File: src/rtl/amber_uart_pkg.sv
// Shared definitions for the UART Wishbone master: FSM states, UART register
// offsets and flag-register bit positions.
package amber_uart_pkg;

    typedef enum logic [2:0] {
        INIT,
        IDLE,
        POLL,
        DECIDE,
        RD_DR,
        WR_DR,
        GAP
    } state_t;

    localparam logic [15:0] UART_DR = 16'h0000;
    localparam logic [15:0] UART_CR = 16'h0014;
    localparam logic [15:0] UART_FR = 16'h0018;

    localparam int unsigned FR_TXFE = 7;
    localparam int unsigned FR_RXFF = 6;
    localparam int unsigned FR_TXFF = 5;
    localparam int unsigned FR_RXFE = 4;
    localparam int unsigned FR_BUSY = 3;
    localparam int unsigned FR_CTS  = 0;

    function automatic logic [31:0] reg_adr(input logic [31:0] base, input logic [15:0] off);
        return base + 32'(off);
    endfunction

endpackage

File: src/rtl/wb_single_txn.sv
// Runs one Wishbone classic cycle per start request; ends on ack, err or
// timeout and reports completion combinationally in the ending cycle.
module wb_single_txn #(
    parameter int unsigned DWIDTH  = 32,
    parameter int unsigned SWIDTH  = 4,
    parameter int unsigned TIMEOUT = 255
) (
    input  logic              clk,
    input  logic              rst_n,
    input  logic              start,
    input  logic [31:0]       adr,
    input  logic              we,
    input  logic [DWIDTH-1:0] wdata,
    output logic [31:0]       wb_adr,
    output logic [SWIDTH-1:0] wb_sel,
    output logic              wb_we,
    output logic [DWIDTH-1:0] wb_dat_w,
    output logic              wb_cyc,
    output logic              wb_stb,
    input  logic [DWIDTH-1:0] wb_dat_r,
    input  logic              wb_ack,
    input  logic              wb_err,
    output logic              done_c,
    output logic              err_c,
    output logic [DWIDTH-1:0] rdata_c
);

    logic [7:0] cnt;
    logic       expired_c;

    // cnt is 1 in the first strobe cycle, so stb stays high for TIMEOUT cycles
    assign expired_c = (cnt == 8'(TIMEOUT));
    assign done_c    = wb_stb && (wb_ack || wb_err || expired_c);
    assign err_c     = wb_stb && (wb_err || (expired_c && !wb_ack));
    assign rdata_c   = wb_dat_r;

    always_ff @(posedge clk) begin
        if (!rst_n) begin
            wb_adr   <= 32'h0;
            wb_sel   <= '0;
            wb_we    <= 1'b0;
            wb_dat_w <= '0;
            wb_cyc   <= 1'b0;
            wb_stb   <= 1'b0;
            cnt      <= 8'd0;
        end else if (wb_cyc) begin
            if (done_c) begin
                wb_cyc <= 1'b0;
                wb_stb <= 1'b0;
            end else begin
                cnt <= 8'(cnt + 8'd1);
            end
        end else if (start) begin
            wb_adr   <= adr;
            wb_sel   <= '1;
            wb_we    <= we;
            wb_dat_w <= wdata;
            wb_cyc   <= 1'b1;
            wb_stb   <= 1'b1;
            cnt      <= 8'd1;
        end
    end

endmodule

File: src/rtl/uart_wb_master.sv
// Wishbone initiator that configures the UART, polls its flags and moves bytes
// between the UART data register and a one-entry TX/RX client interface.
module uart_wb_master
    import amber_uart_pkg::*;
#(
    parameter logic [31:0] BASE_ADR  = 32'h1600_0000,
    parameter int unsigned WB_DWIDTH = 32,
    parameter int unsigned WB_SWIDTH = 4,
    parameter int unsigned POLL_GAP  = 4,
    parameter int unsigned TIMEOUT   = 255
) (
    input  logic                 i_clk,
    input  logic                 i_rst_n,
    input  logic                 i_tx_valid,
    input  logic [7:0]           i_tx_data,
    output logic                 o_tx_ready,
    output logic                 o_rx_valid,
    output logic [7:0]           o_rx_data,
    input  logic                 i_rx_ready,
    output logic [31:0]          o_wb_adr,
    output logic [WB_SWIDTH-1:0] o_wb_sel,
    output logic                 o_wb_we,
    output logic [WB_DWIDTH-1:0] o_wb_dat,
    output logic                 o_wb_cyc,
    output logic                 o_wb_stb,
    input  logic [WB_DWIDTH-1:0] i_wb_dat,
    input  logic                 i_wb_ack,
    input  logic                 i_wb_err,
    output logic                 o_err
);

    state_t               state, state_n;
    logic [7:0]           gap_cnt;
    logic [7:0]           tx_byte;
    logic                 fr_rxfe, fr_txff;
    logic                 start_c, req_we_c;
    logic [31:0]          req_adr_c;
    logic [WB_DWIDTH-1:0] req_dat_c;
    logic                 done_c, err_c;
    logic [WB_DWIDTH-1:0] rdata_c;
    logic                 unused_c;

    assign unused_c = ^rdata_c[WB_DWIDTH-1:8];

    wb_single_txn #(
        .DWIDTH (WB_DWIDTH),
        .SWIDTH (WB_SWIDTH),
        .TIMEOUT(TIMEOUT)
    ) u_txn (
        .clk     (i_clk),
        .rst_n   (i_rst_n),
        .start   (start_c),
        .adr     (req_adr_c),
        .we      (req_we_c),
        .wdata   (req_dat_c),
        .wb_adr  (o_wb_adr),
        .wb_sel  (o_wb_sel),
        .wb_we   (o_wb_we),
        .wb_dat_w(o_wb_dat),
        .wb_cyc  (o_wb_cyc),
        .wb_stb  (o_wb_stb),
        .wb_dat_r(i_wb_dat),
        .wb_ack  (i_wb_ack),
        .wb_err  (i_wb_err),
        .done_c  (done_c),
        .err_c   (err_c),
        .rdata_c (rdata_c)
    );

    always_ff @(posedge i_clk) begin
        if (!i_rst_n) state <= INIT;
        else          state <= state_n;
    end

    // Requests are issued one cycle before the state that owns the bus cycle
    always_comb begin
        state_n   = state;
        start_c   = 1'b0;
        req_we_c  = 1'b0;
        req_adr_c = reg_adr(BASE_ADR, UART_FR);
        req_dat_c = '0;
        case (state)
            INIT: begin
                if (!o_wb_cyc) begin
                    start_c   = 1'b1;
                    req_we_c  = 1'b1;
                    req_adr_c = reg_adr(BASE_ADR, UART_CR);
                end
                if (done_c) state_n = IDLE;
            end
            IDLE: begin
                start_c = 1'b1;
                state_n = POLL;
            end
            POLL: if (done_c) state_n = err_c ? GAP : DECIDE;
            DECIDE: begin
                req_adr_c = reg_adr(BASE_ADR, UART_DR);
                if (!fr_rxfe && !o_rx_valid) begin
                    start_c = 1'b1;
                    state_n = RD_DR;
                end else if (!o_tx_ready && !fr_txff) begin
                    start_c   = 1'b1;
                    req_we_c  = 1'b1;
                    req_dat_c = WB_DWIDTH'(tx_byte);
                    state_n   = WR_DR;
                end else begin
                    state_n = GAP;
                end
            end
            RD_DR, WR_DR: if (done_c) state_n = err_c ? GAP : IDLE;
            GAP: if (gap_cnt == 8'(POLL_GAP - 1)) state_n = IDLE;
            default: state_n = INIT;
        endcase
    end

    always_ff @(posedge i_clk) begin
        if (!i_rst_n) begin
            gap_cnt    <= 8'd0;
            fr_rxfe    <= 1'b1;
            fr_txff    <= 1'b1;
            tx_byte    <= 8'h0;
            o_tx_ready <= 1'b1;
            o_rx_valid <= 1'b0;
            o_rx_data  <= 8'h0;
            o_err      <= 1'b0;
        end else begin
            gap_cnt <= (state == GAP) ? 8'(gap_cnt + 8'd1) : 8'd0;
            if (state == POLL && done_c && !err_c) begin
                fr_rxfe <= rdata_c[FR_RXFE];
                fr_txff <= rdata_c[FR_TXFF];
            end
            // A failed DR write leaves the byte held for a retry
            if (i_tx_valid && o_tx_ready) begin
                tx_byte    <= i_tx_data;
                o_tx_ready <= 1'b0;
            end else if (state == WR_DR && done_c && !err_c) begin
                o_tx_ready <= 1'b1;
            end
            if (state == RD_DR && done_c && !err_c) begin
                o_rx_data  <= rdata_c[7:0];
                o_rx_valid <= 1'b1;
            end else if (i_rx_ready && o_rx_valid) begin
                o_rx_valid <= 1'b0;
            end
            if (err_c) o_err <= 1'b1;
        end
    end

endmodule

File: config.mk
export PLATFORM = sky130hd
export DESIGN_NAME = uart_wb_master
export DESIGN_NICKNAME = d
export VERILOG_FILES = /design/src/rtl/amber_uart_pkg.sv /design/src/rtl/wb_single_txn.sv /design/src/rtl/uart_wb_master.sv
export SDC_FILE = /design/constraint.sdc
export NUM_CORES = 1
export LEC_CHECK = 0
export CAP_MARGIN = 20
export CORE_ASPECT_RATIO = 1.5
export CORE_UTILIZATION = 39
export DETAILED_ROUTE_END_ITERATION = 8
export PLACE_DENSITY = 0.82
export SETUP_SLACK_MARGIN = 0.5
export SLEW_MARGIN = 20
export SYNTH_ARGS = -nofsm -noshare
export SYNTH_HDL_FRONTEND = slang
export SYNTH_SLANG_ARGS = --single-unit
File: constraint.sdc
create_clock -name i_clk -period 2.3 [get_ports i_clk]
set_input_delay 0.23 -clock i_clk [delete_from_list [all_inputs] [get_ports i_clk]]
set_output_delay 0.23 -clock i_clk [all_outputs]
set_load 0.02 [all_outputs]
==> results.json <==
{
  "status": "complete, but fails checks",
  "violations": "DRC",
  "synth_area_leaders": "dfxtp_1, buf_4, a21oi_1",
  "fmax_mhz": 554.0,
  "first_pass_iters": 8,
  "coreArea_mm2": 0.006852,
  "max_cap_violations": 0,
  "cp_max_fo": 7,
  "rsz0062_at_grt": "yes",
  "synth_cell_types": 53,
  "viasPerCell": 5.105,
  "routedWlPerCell_um": 12.53,
  "start_util": 0.4039,
  "synth_area_mm2": 0.002768,
  "synth_top_family_by_area": "simple AND/OR/NAND/NOR gates",
  "worstSetupPathType": "flip-flop to flip-flop",
  "place_inst": 428,
  "antenna_left": 0,
  "antennaDiodeCount": 0,
  "synth-main-ff-cell": "dfxtp_1",
  "fin_setup_tns_ns": 0,
  "synthSimpleGateAreaFrac": 0.1917,
  "yosys-top-cells-count": "buf_4, dfxtp_1, nor2_1",
  "holdWs_ns": 0.4498,
  "cts_made_buffers": 5,
  "cp.arrival_ns": 2.04,
  "dieWidth_um": 70.78,
  "yosysWarnings": 0,
  "finalHoldViolations": 0,
  "fin_crit_sh": 0.7848,
  "clk_path_buf_depth": 2,
  "startpoint_type": "flip-flop",
  "die_h_um": 105.2,
  "die_area_mm2": 0.007444,
  "grt-ovfl-total": 0,
  "slew_headroom": 0.6591,
  "synth_fa_ha_area_frac": 0.009042,
  "drc": 10,
  "fin_crit_ns": 1.805,
  "routed_wl_um": 5499,
  "worst_pin_slew_ns": 0.5075,
  "antenna_found_initial": 0,
  "syn_area_per_cell_um2": 8.899,
  "synth_edf_count": 0,
  "port_buffers": 53,
  "clk_pin_slew_ns": 0.09,
  "fill_cells": 640,
  "synth_top_area_frac": 0.3978,
  "powerDensity_mw_per_mm2": 830.5,
  "yosysSeqAreaShare": 0.3978,
  "leakage_uw": 0.001356,
  "drt-initial-drc-count": 127,
  "critical_path_required_ns": 2.53,
  "setup_viol": 0,
  "grt_max_degree": 25,
  "stdcell_count": 439,
  "yosysMostFrequentCell": "buf_4",
  "vias": 2241,
  "synth_compound_area_frac": 0.1623,
  "num-nets-final": 408,
  "cts_tree": "yes",
  "place_congestion": 0.9099,
  "synthXorXnorAreaFrac": 0.01899,
  "ir_drop_uv": 497.6,
  "grt_pass1_vias": 2004,
  "grt_usage": 0.1449,
  "place.detailed.hpwl_um": 3941,
  "root_buffer": "clkbuf_8",
  "clk_latency_ns": 0.31,
  "drv_slew": 0,
  "hold_class": "flip-flop to flip-flop",
  "htree_num_levels": 2,
  "ioPinCount": 128,
  "syn2layout_area_growth_pct": 20.80,
  "end_kind": "flip-flop",
  "clock-sinks": 55,
  "syn_inst": 311,
  "yosysTopAreaCell": "dfxtp_1",
  "ys_seq_elements": 55,
  "ys_async_sr_fraction": 0,
  "yosys-mux-area-fraction": 0.03617,
  "rows": 37,
  "skew_ns": 0.009213,
  "grt_pass1_wl_um": 8797,
  "drive_gt1_frac": 0.1053
}
-- through the flow --
stage	setup WS (ns)	utilization	total power (µW)	area, µm²
detailed placement	0.2942	0.4558	1995	3123
global placement	0.3801	0.4558	1975	3123
CTS	0.5004	0.4757	2740	3259
global route	0.4482	0.4879	2922	3343
finish	0.4949	0.4879	2776	3343
floorplan	0.6281	-	1828	2952
-- power breakdown --
part | internal [µW] | switching (µW) | leakage, µW
combinational | 359 | 507 | 0.000842
sequential | 1040 | 119 | 0.000449
clock | 434 | 314 | 0.0000644
total | 1840 | 941 | 0.00136
-- sequential cells by signal (all words and copies together), names as in the netlist --
name	flops
o_err	1
o_tx_ready	1
u_txn.wb_dat_w	8
state	3
u_txn.cnt	8
o_rx_data	8
fr_rxfe	1
tx_byte	8
o_rx_valid	1
u_txn.wb_stb	1
u_txn.wb_adr	4
fr_txff	1
u_txn.wb_we	1
gap_cnt	8
u_txn.wb_cyc	1
-- worst paths after layout --
| path | start | end | slack [ns] | cells past startpoint |
|---|---|---|---|---|
| worst max-delay path | u_txn.cnt[0]$_SDFFE_PN0P_ | u_txn.cnt[5]$_SDFFE_PN0P_ | 0.49 | 6 |
| worst min-delay path | gap_cnt[0]$_SDFF_PN0_ | gap_cnt[0]$_SDFF_PN0_ | 0.45 | 1 |
| worst max register to register | u_txn.cnt[0]$_SDFFE_PN0P_ | u_txn.cnt[5]$_SDFFE_PN0P_ | 0.49 | 6 |
| worst min register to register | gap_cnt[0]$_SDFF_PN0_ | gap_cnt[0]$_SDFF_PN0_ | 0.45 | 1 |
-- layer usage --
metal	track usage	up-vias	routed length [µm]
met5	0	-	0
met4	0.06714	0	116
met3	0.02507	11	353
met2	0.2569	108	2822
met1	0.1661	1040	2206
li1	-	1082	-
-- what timing repair did --
item / CTS / global route
hold buffers: 0 / 0
gates resized for setup: 0 / 11
hold endpoints to repair: 0 / 0
endpoints found under the setup margin: 0 / 12
buffers inserted: 0 / 2
-- worst max-delay path: stages (launching register included) --
cell      delay [ns]
dfxtp_1         0.35
ha_1            0.26
nand4_1         0.14
buf_4           0.16
o211ai_4        0.11
or4_1           0.52
a21oi_2         0.19
-- cells in the final DEF, fill, tap and decap left out, types with 2 or more instances in the layout --
cell,instances
clkdlybuf4s50_1,53
dfxtp_1,51
conb_1,50
nor2_1,27
a21oi_1,23
nand2_1,22
nand3_1,19
o21ai_0,11
mux2i_1,10
a22o_1,8
buf_4,6
or4_1,5
xor2_1,5
clkbuf_8,5
inv_1,4
or3_1,4
o21ai_1,4
dfxtp_2,4
and3_1,3
o21a_1,3
o31ai_1,3
nor2b_1,2
nor4_4,2
and2_1,2
nand4_1,2
a21oi_2,2
o211ai_4,2
bufinv_16,2
-- kinds of logic after synthesis --
kind of cell / Yosys count
muxes: 10
xor gates and xnor gates: 6
AOI/OAI and AO/OA: 67
adders and majority gates: 2
buffers and inverters: 72
and+or+nand+nor: 98
other: 1
DFF: 55
-- area by class of cell --
type                            count  area, µm²  area share
Multi-Input combinational cell    234       1409      0.4214
Sequential cell                    55       1106      0.3308
Timing Repair Buffer               59      575.6      0.1722
Tap cell                           78      97.59     0.02919
Clock buffer                        5      68.82     0.02058
Clock inverter                      3      67.56     0.02021
Inverter                            5      18.77    0.005614
Power figures use the tool's default switching activity.
